--- src/rtl/count_seg_display.sv ---
// Two-digit time-multiplexed 7-segment driver for a sampled 4-bit counter value.
// Optional DISPLAY_HEX_EN: show the value as one hex digit with the tens slot blank.
module count_seg_display #(
  parameter int CLK_DIV = 1000
) (
  input  logic       clk,
  input  logic       rst,
  input  logic [3:0] count_in,
  input  logic       count_valid,
  output logic [6:0] seg,
  output logic [1:0] an
);

  localparam int DIV_W = (CLK_DIV > 2) ? $clog2(CLK_DIV) : 1;
  localparam logic [DIV_W-1:0] DIV_LAST = DIV_W'(CLK_DIV - 1);

  typedef enum logic {UNITS, TENS} slot_t;

  slot_t            state;
  slot_t            state_next;
  logic [3:0]       held;
  logic [3:0]       units;
  logic [3:0]       tens;
  logic [3:0]       units_next;
  logic [3:0]       tens_next;
  logic [DIV_W-1:0] div;
  logic             terminal;
  logic [6:0]       seg_next;
  logic [1:0]       an_next;

  function automatic logic [6:0] decode(input logic [3:0] digit);
    logic [6:0] pattern;
    case (digit)
      4'h0: pattern = 7'h3F;
      4'h1: pattern = 7'h06;
      4'h2: pattern = 7'h5B;
      4'h3: pattern = 7'h4F;
      4'h4: pattern = 7'h66;
      4'h5: pattern = 7'h6D;
      4'h6: pattern = 7'h7D;
      4'h7: pattern = 7'h07;
      4'h8: pattern = 7'h7F;
      4'h9: pattern = 7'h6F;
      4'hA: pattern = 7'h77;
      4'hB: pattern = 7'h7C;
      4'hC: pattern = 7'h39;
      4'hD: pattern = 7'h5E;
      4'hE: pattern = 7'h79;
      default: pattern = 7'h71;
    endcase
    return pattern;
  endfunction

  assign terminal = (div == DIV_LAST);

  always_ff @(posedge clk or posedge rst) begin
    if (rst) begin
      held <= 4'd0;
    end else if (count_valid) begin
      held <= count_in;
    end
  end

  // Digit split runs one cycle behind the capture register.
  always_comb begin
    units_next = held;
    tens_next  = 4'd0;
`ifdef DISPLAY_HEX_EN
    units_next = held;
    tens_next  = 4'd0;
`else
    if (held >= 4'd10) begin
      units_next = held - 4'd10;
      tens_next  = 4'd1;
    end
`endif
  end

  always_ff @(posedge clk or posedge rst) begin
    if (rst) begin
      units <= 4'd0;
      tens  <= 4'd0;
    end else begin
      units <= units_next;
      tens  <= tens_next;
    end
  end

  always_ff @(posedge clk or posedge rst) begin
    if (rst) begin
      div <= '0;
    end else if (terminal) begin
      div <= '0;
    end else begin
      div <= div + DIV_W'(1);
    end
  end

  always_ff @(posedge clk or posedge rst) begin
    if (rst) begin
      state <= UNITS;
    end else begin
      state <= state_next;
    end
  end

  // Slot sequencing plus the next registered display value.
  always_comb begin
    state_next = state;
    seg_next   = 7'h00;
    an_next    = 2'b00;
    case (state)
      UNITS: begin
        if (terminal) state_next = TENS;
        an_next  = 2'b01;
        seg_next = decode(units);
      end
      TENS: begin
        if (terminal) state_next = UNITS;
        if (tens != 4'd0) begin
          an_next  = 2'b10;
          seg_next = decode(tens);
        end
      end
      default: state_next = UNITS;
    endcase
  end

  always_ff @(posedge clk or posedge rst) begin
    if (rst) begin
      seg <= 7'h00;
      an  <= 2'b00;
    end else begin
      seg <= seg_next;
      an  <= an_next;
    end
  end

endmodule

--- config.mk ---
export PLATFORM = sky130hd
export DESIGN_NAME = count_seg_display
export DESIGN_NICKNAME = d
export VERILOG_FILES = /design/src/rtl/count_seg_display.sv
export SDC_FILE = /design/constraint.sdc
export NUM_CORES = 1
export LEC_CHECK = 0
export CELL_PAD_IN_SITES_DETAIL_PLACEMENT = 1
export CELL_PAD_IN_SITES_GLOBAL_PLACEMENT = 1
export CORE_ASPECT_RATIO = 1.1
export CORE_UTILIZATION = 44
export DETAILED_ROUTE_END_ITERATION = 10
export DONT_BUFFER_PORTS = 1
export PLACE_DENSITY_LB_ADDON = 0.1
export SYNTH_ARGS = -nofsm -noshare
export SYNTH_HDL_FRONTEND = slang
export SYNTH_SLANG_ARGS = --single-unit
--- constraint.sdc ---
create_clock -name clk -period 2.1 [get_ports clk]
set_clock_uncertainty 0.15 [all_clocks]
set_input_delay 0.525 -clock clk [delete_from_list [all_inputs] [get_ports clk]]
set_output_delay 0.525 -clock clk [all_outputs]
set_load 0.01 [all_outputs]
* Word level (Yosys, flattened, before mapping)
Memory sizes are Yosys's and may differ from the RTL's. Index checks and enable logic that the tools add are counted.
Storage, ports and cells: bits in registers 32, bits in read-only memories 224, input port bits 7, output and inout bits 9, logic and storage cells 25, memories kept 2
Memories:
- (name not given) | words 16, width 7, read ports 1, clocked after memory_dff 0, wr ports 0, line 33 | case (digit)
- (name not given) | words 16, width 7, read ports 1, clocked after memory_dff 0, wr ports 0, line 33
Operators by class: add/subtract/negate cells 2, order comparisons 1, eq/ne operators 1, mux-type cells 10, bitwise operators 1, reductions and logical operators 1
Operators with widths (count):
- $pmux W7 S2 | 1
- $add A10 B1 Y10 const B | 1
- $eq A10 B10 Y1 const B | 1
- $mux W10 | 1
- $mux W7 | 1
- $ge A4 B4 Y1 const B | 1
- $mux W4 | 1
- $pmux W2 S2 | 1
- $reduce_bool A4 Y1 | 1
- $sub A4 B4 Y4 const B | 1
- $mux W1 | 3
- $mux W2 | 1
- $pmux W1 S2 | 1
- $not A1 Y1 | 1

* Logic depth before layout (Yosys ltp)
depth in word-level cells 3, mapped depth 6, gate-level depth less buffers 6

* Least setup slack after synthesis
OpenSTA, ideal clock, no wires.
kind flip-flop to flip-flop, start point register div[0], end point register div[8], setup time 122 ps, arrival 1274 ps, setup slack 554 ps, cell stages (with the launch flop) 6, buffers on the path 0, period minus slack after synthesis 1546 ps, cells stage by stage dfrtp_1 -> ha_1 -> nand3_2 -> or3_1 -> a21oi_1 -> nor3_1
Between the ends: longest elaborated chain between the ends 2, elaborated cells between the ends (all ways) 3, those cells by class add/sub: 1; eq/ne: 1; mux: 1
RTL lines:
- start, declared | line 26 | logic [DIV_W-1:0] div;
- start signal, assigned | line 95 | div <= div + DIV_W'(1);
- $add A10 B1 Y10 / $eq A10 B10 Y1 (equally long branches) | line 95, 54
- $mux W10 * | line 92 | end else if (terminal) begin
Every way passes the cells marked *; elsewhere a longest branch is shown, timed or not. A chain may end at the register's enable or synchronous reset.

* Worst setup path in the final report
start point register div[0], end point register div[5]
The elaborated chain is that of the path after synthesis.

==> flow_summary.yaml <==
cts:
  htreeDepth: 2
  clock_latency_ns: 0.33
  cts_tree: "done"
  cts_buffers: 5
  post-cts-setup-buffers: 0
  path_clk_slew_ns: 0.10
  clockRootBuffer: "clkbuf_4"
  clockBufferDepth: 2
  cts_num_sinks: 29
  cts_resized: 0
  hold_buffers: 1
detailed_routing:
  routedWlPerCell_microns: 13.9
  final_antenna_net_count: 0
  wl_met1_microns: 1110
  routed_wl_microns: 2300
  wl_met2_microns: 1030
  dr.pass1.iters: 4
  route.met3.wl_microns: 107
  drc_errors: 0
  via_per_inst: 5.51
  top_layer: "met4"
  drtIter0Drc: 20
  vias: 914
pwr:
  total_power_mw: 1.12
  peakVddDrop_uv: 446
  leakage_nw: 0.673
  power_density_nw_per_um2: 761
timing:
  finalSetupViolCount: 0
  drv_slew: 0
  finalSetupTns_ns: 0
  period_minus_slack_ns: 1.70
  hold_violations: 0
  holdWs_ns: 0.128
  worst_slew_pin_slew_ns: 0.437
  clock.fmax_mhz: 589
  rsz0062_at_grt: "false"
  slew_headroom: 0.709
  fin_crit_sh: 0.809
synthesis:
  yosys-top-cells-count: "29 x dfrtp_1, 9 x inv_1, 9 x nand2_1, 9 x nor2_1, 8 x ha_1"
  yosys.area.top_type: "dfrtp_1"
  synth.most_common_cell: "dfrtp_1"
  yosys.area.top_type_share: 0.523
  synth_top_family_by_area: "simple AND/OR/NAND/NOR gates"
  synth_xor_area_frac: 0.0252
  synth_ff_type: "dfrtp_1"
  synthesis.nets: 142
  synthMuxAreaShare: 0.0396
  yosysWarnings: 0
  ys_async_sr_fraction: 1.00
  netlist-cell-type-count: 38
  synth.area.top_cells: "dfrtp_1 52%, ha_1 7.2%, o21ai_0 2.5%, inv_1 2.4%, nand2_1 2.4%"
  synth_fa_ha_area_frac: 0.0721
  syn_area_sq_um: 1390
  ys_seq_area_frac: 0.523
  synth_compound_area_frac: 0.105
  synth_seq_cells: 29
  synth-edff-count: 0
  synth.avg_cell_area_sq_um: 10.9
  yosys.area_share.simple: 0.190
  synthCells: 127
flow_run:
  drv_cap: 0
placed_design:
  gp_congestion: 0.840
  dp_hpwl_microns: 1700
  port-buffer-count: 0
setup_path:
  path_max_fanout: 7
  startpoint_type: "flop"
  endpoint_kind: "flop"
  cp_slowest_stage_delay_ns: 0.43
  path_class: "flop to flop"
  critPathArrivalTime_ns: 1.77
  worst-path-buf-inv: 0
  crit_chain: "ha_1 > nand3_2 > nor4_4 > nand3b_1 > o21ai_1"
  cp_top_family: "simple AND/OR/NAND/NOR gates"
  critPathSlowestCell: "nor4_4"
  critPathRequiredTime_ns: 2.17
global_route:
  overflow: 0
  grt_usage: 0.163
  grt_start_max_net_pins: 30
  grt_pass1_vias: 879
  grt_pass1_wl_microns: 4030
  antenna_found_initial: 0
die:
  die_y_microns: 60.9
  start_util: 0.460
  pin_count: 16
  dieArea_sq_um: 3390
  die-width_microns: 55.6
  coreArea_sq_um: 3020
  rows: 21
cells_and_area:
  nFillCells: 334
  area_delta_synth_final_pct: 6.13
  drive_gt1_frac: 0.136
  nNetsFinal: 146
  antennaDiodeCount: 0
status:
  outcome: "finished, final reports clean"
worst_hold_path:
  hold_path_class: "input port to flop"
-- area by class of cell --
cell class                 instances  area (sq um)  area share
sequential                        29           726       0.492
multi-input combinational         84           599       0.407
tap                               34          42.5      0.0289
clock buffer                       5          37.5      0.0255
inverter                           9          33.8      0.0229
clock inverter                     3          17.5      0.0119
timing repair buffer               2          17.5      0.0119
-- stage by stage --
| stage | instance area, sq um | instances | setup WS, ns | util |
|---|---|---|---|---|
| floorplan | 1390 | 127 | 0.554 | - |
| global placement | 1410 | 157 | 0.460 | 0.466 |
| detailed placement | 1410 | 157 | 0.382 | 0.466 |
| CTS | 1470 | 166 | 0.374 | 0.488 |
| global route | 1470 | 166 | 0.212 | 0.488 |
| finish | 1470 | 166 | 0.402 | 0.488 |
-- layout by cell type, fill, tap and decap left out, drive strengths merged, types with 2 or more instances in the layout --
cell and instances:
or3 3, ha 8, clkbuf 5, nor3 5, o21ai 8, clkinv 2, nand3 7, nand2 9
nor2 9, a211oi 3, xnor2 3, dfrtp 29, inv 9, a21oi 4, mux2 2, nor2b 4
-- flip-flops by register name, summed over array words and instances, names as in the netlist --
name,cells
state,1
held,4
units,4
an,2
tens,1
div,10
seg,7
-- report_power, final --
part           total [mW]  leakage (nW)  internal (mW)  switching, mW
Clock               0.323        0.0310          0.126          0.197
Sequential          0.666         0.346          0.608         0.0577
Combinational       0.133         0.296         0.0652         0.0676
-- worst register-to-register path, stage by stage, from the launching register on --
cell	delay (ns)
dfrtp_1	0.38
ha_1	0.23
nand3_2	0.17
nor4_4	0.43
nand3b_1	0.17
o21ai_1	0.07
-- metal layers --
| layer | up-vias | GRT usage |
|---|---|---|
| met4 | 0 | 0.0964 |
| met5 | - | 0 |
| li1 | 451 | - |
| met3 | 4 | 0.0661 |
| met1 | 438 | 0.198 |
| met2 | 21 | 0.250 |
-- cells by family after synthesis --
| family | count (synthesis) |
|---|---|
| compound gates | 22 |
| xor+xnor | 4 |
| fa+ha+maj | 8 |
| buf+inv | 14 |
| flops | 29 |
| mux | 4 |
| simple gates | 46 |
-- worst paths after layout --
path                                   from  endpoint  slack [ns]  cells past startpoint
worst min register to register      held[0]  units[0]        0.23                      0
max in group asynchronous               rst    seg[5]        0.98                      3
worst max register to register       div[0]    div[5]        0.40                      5
min in group asynchronous               rst   held[1]        0.55                      3
worst max-delay path                 div[0]    div[5]        0.40                      5
worst min-delay path            count_valid   held[1]        0.13                      1
Power figures use the tool's default switching activity.
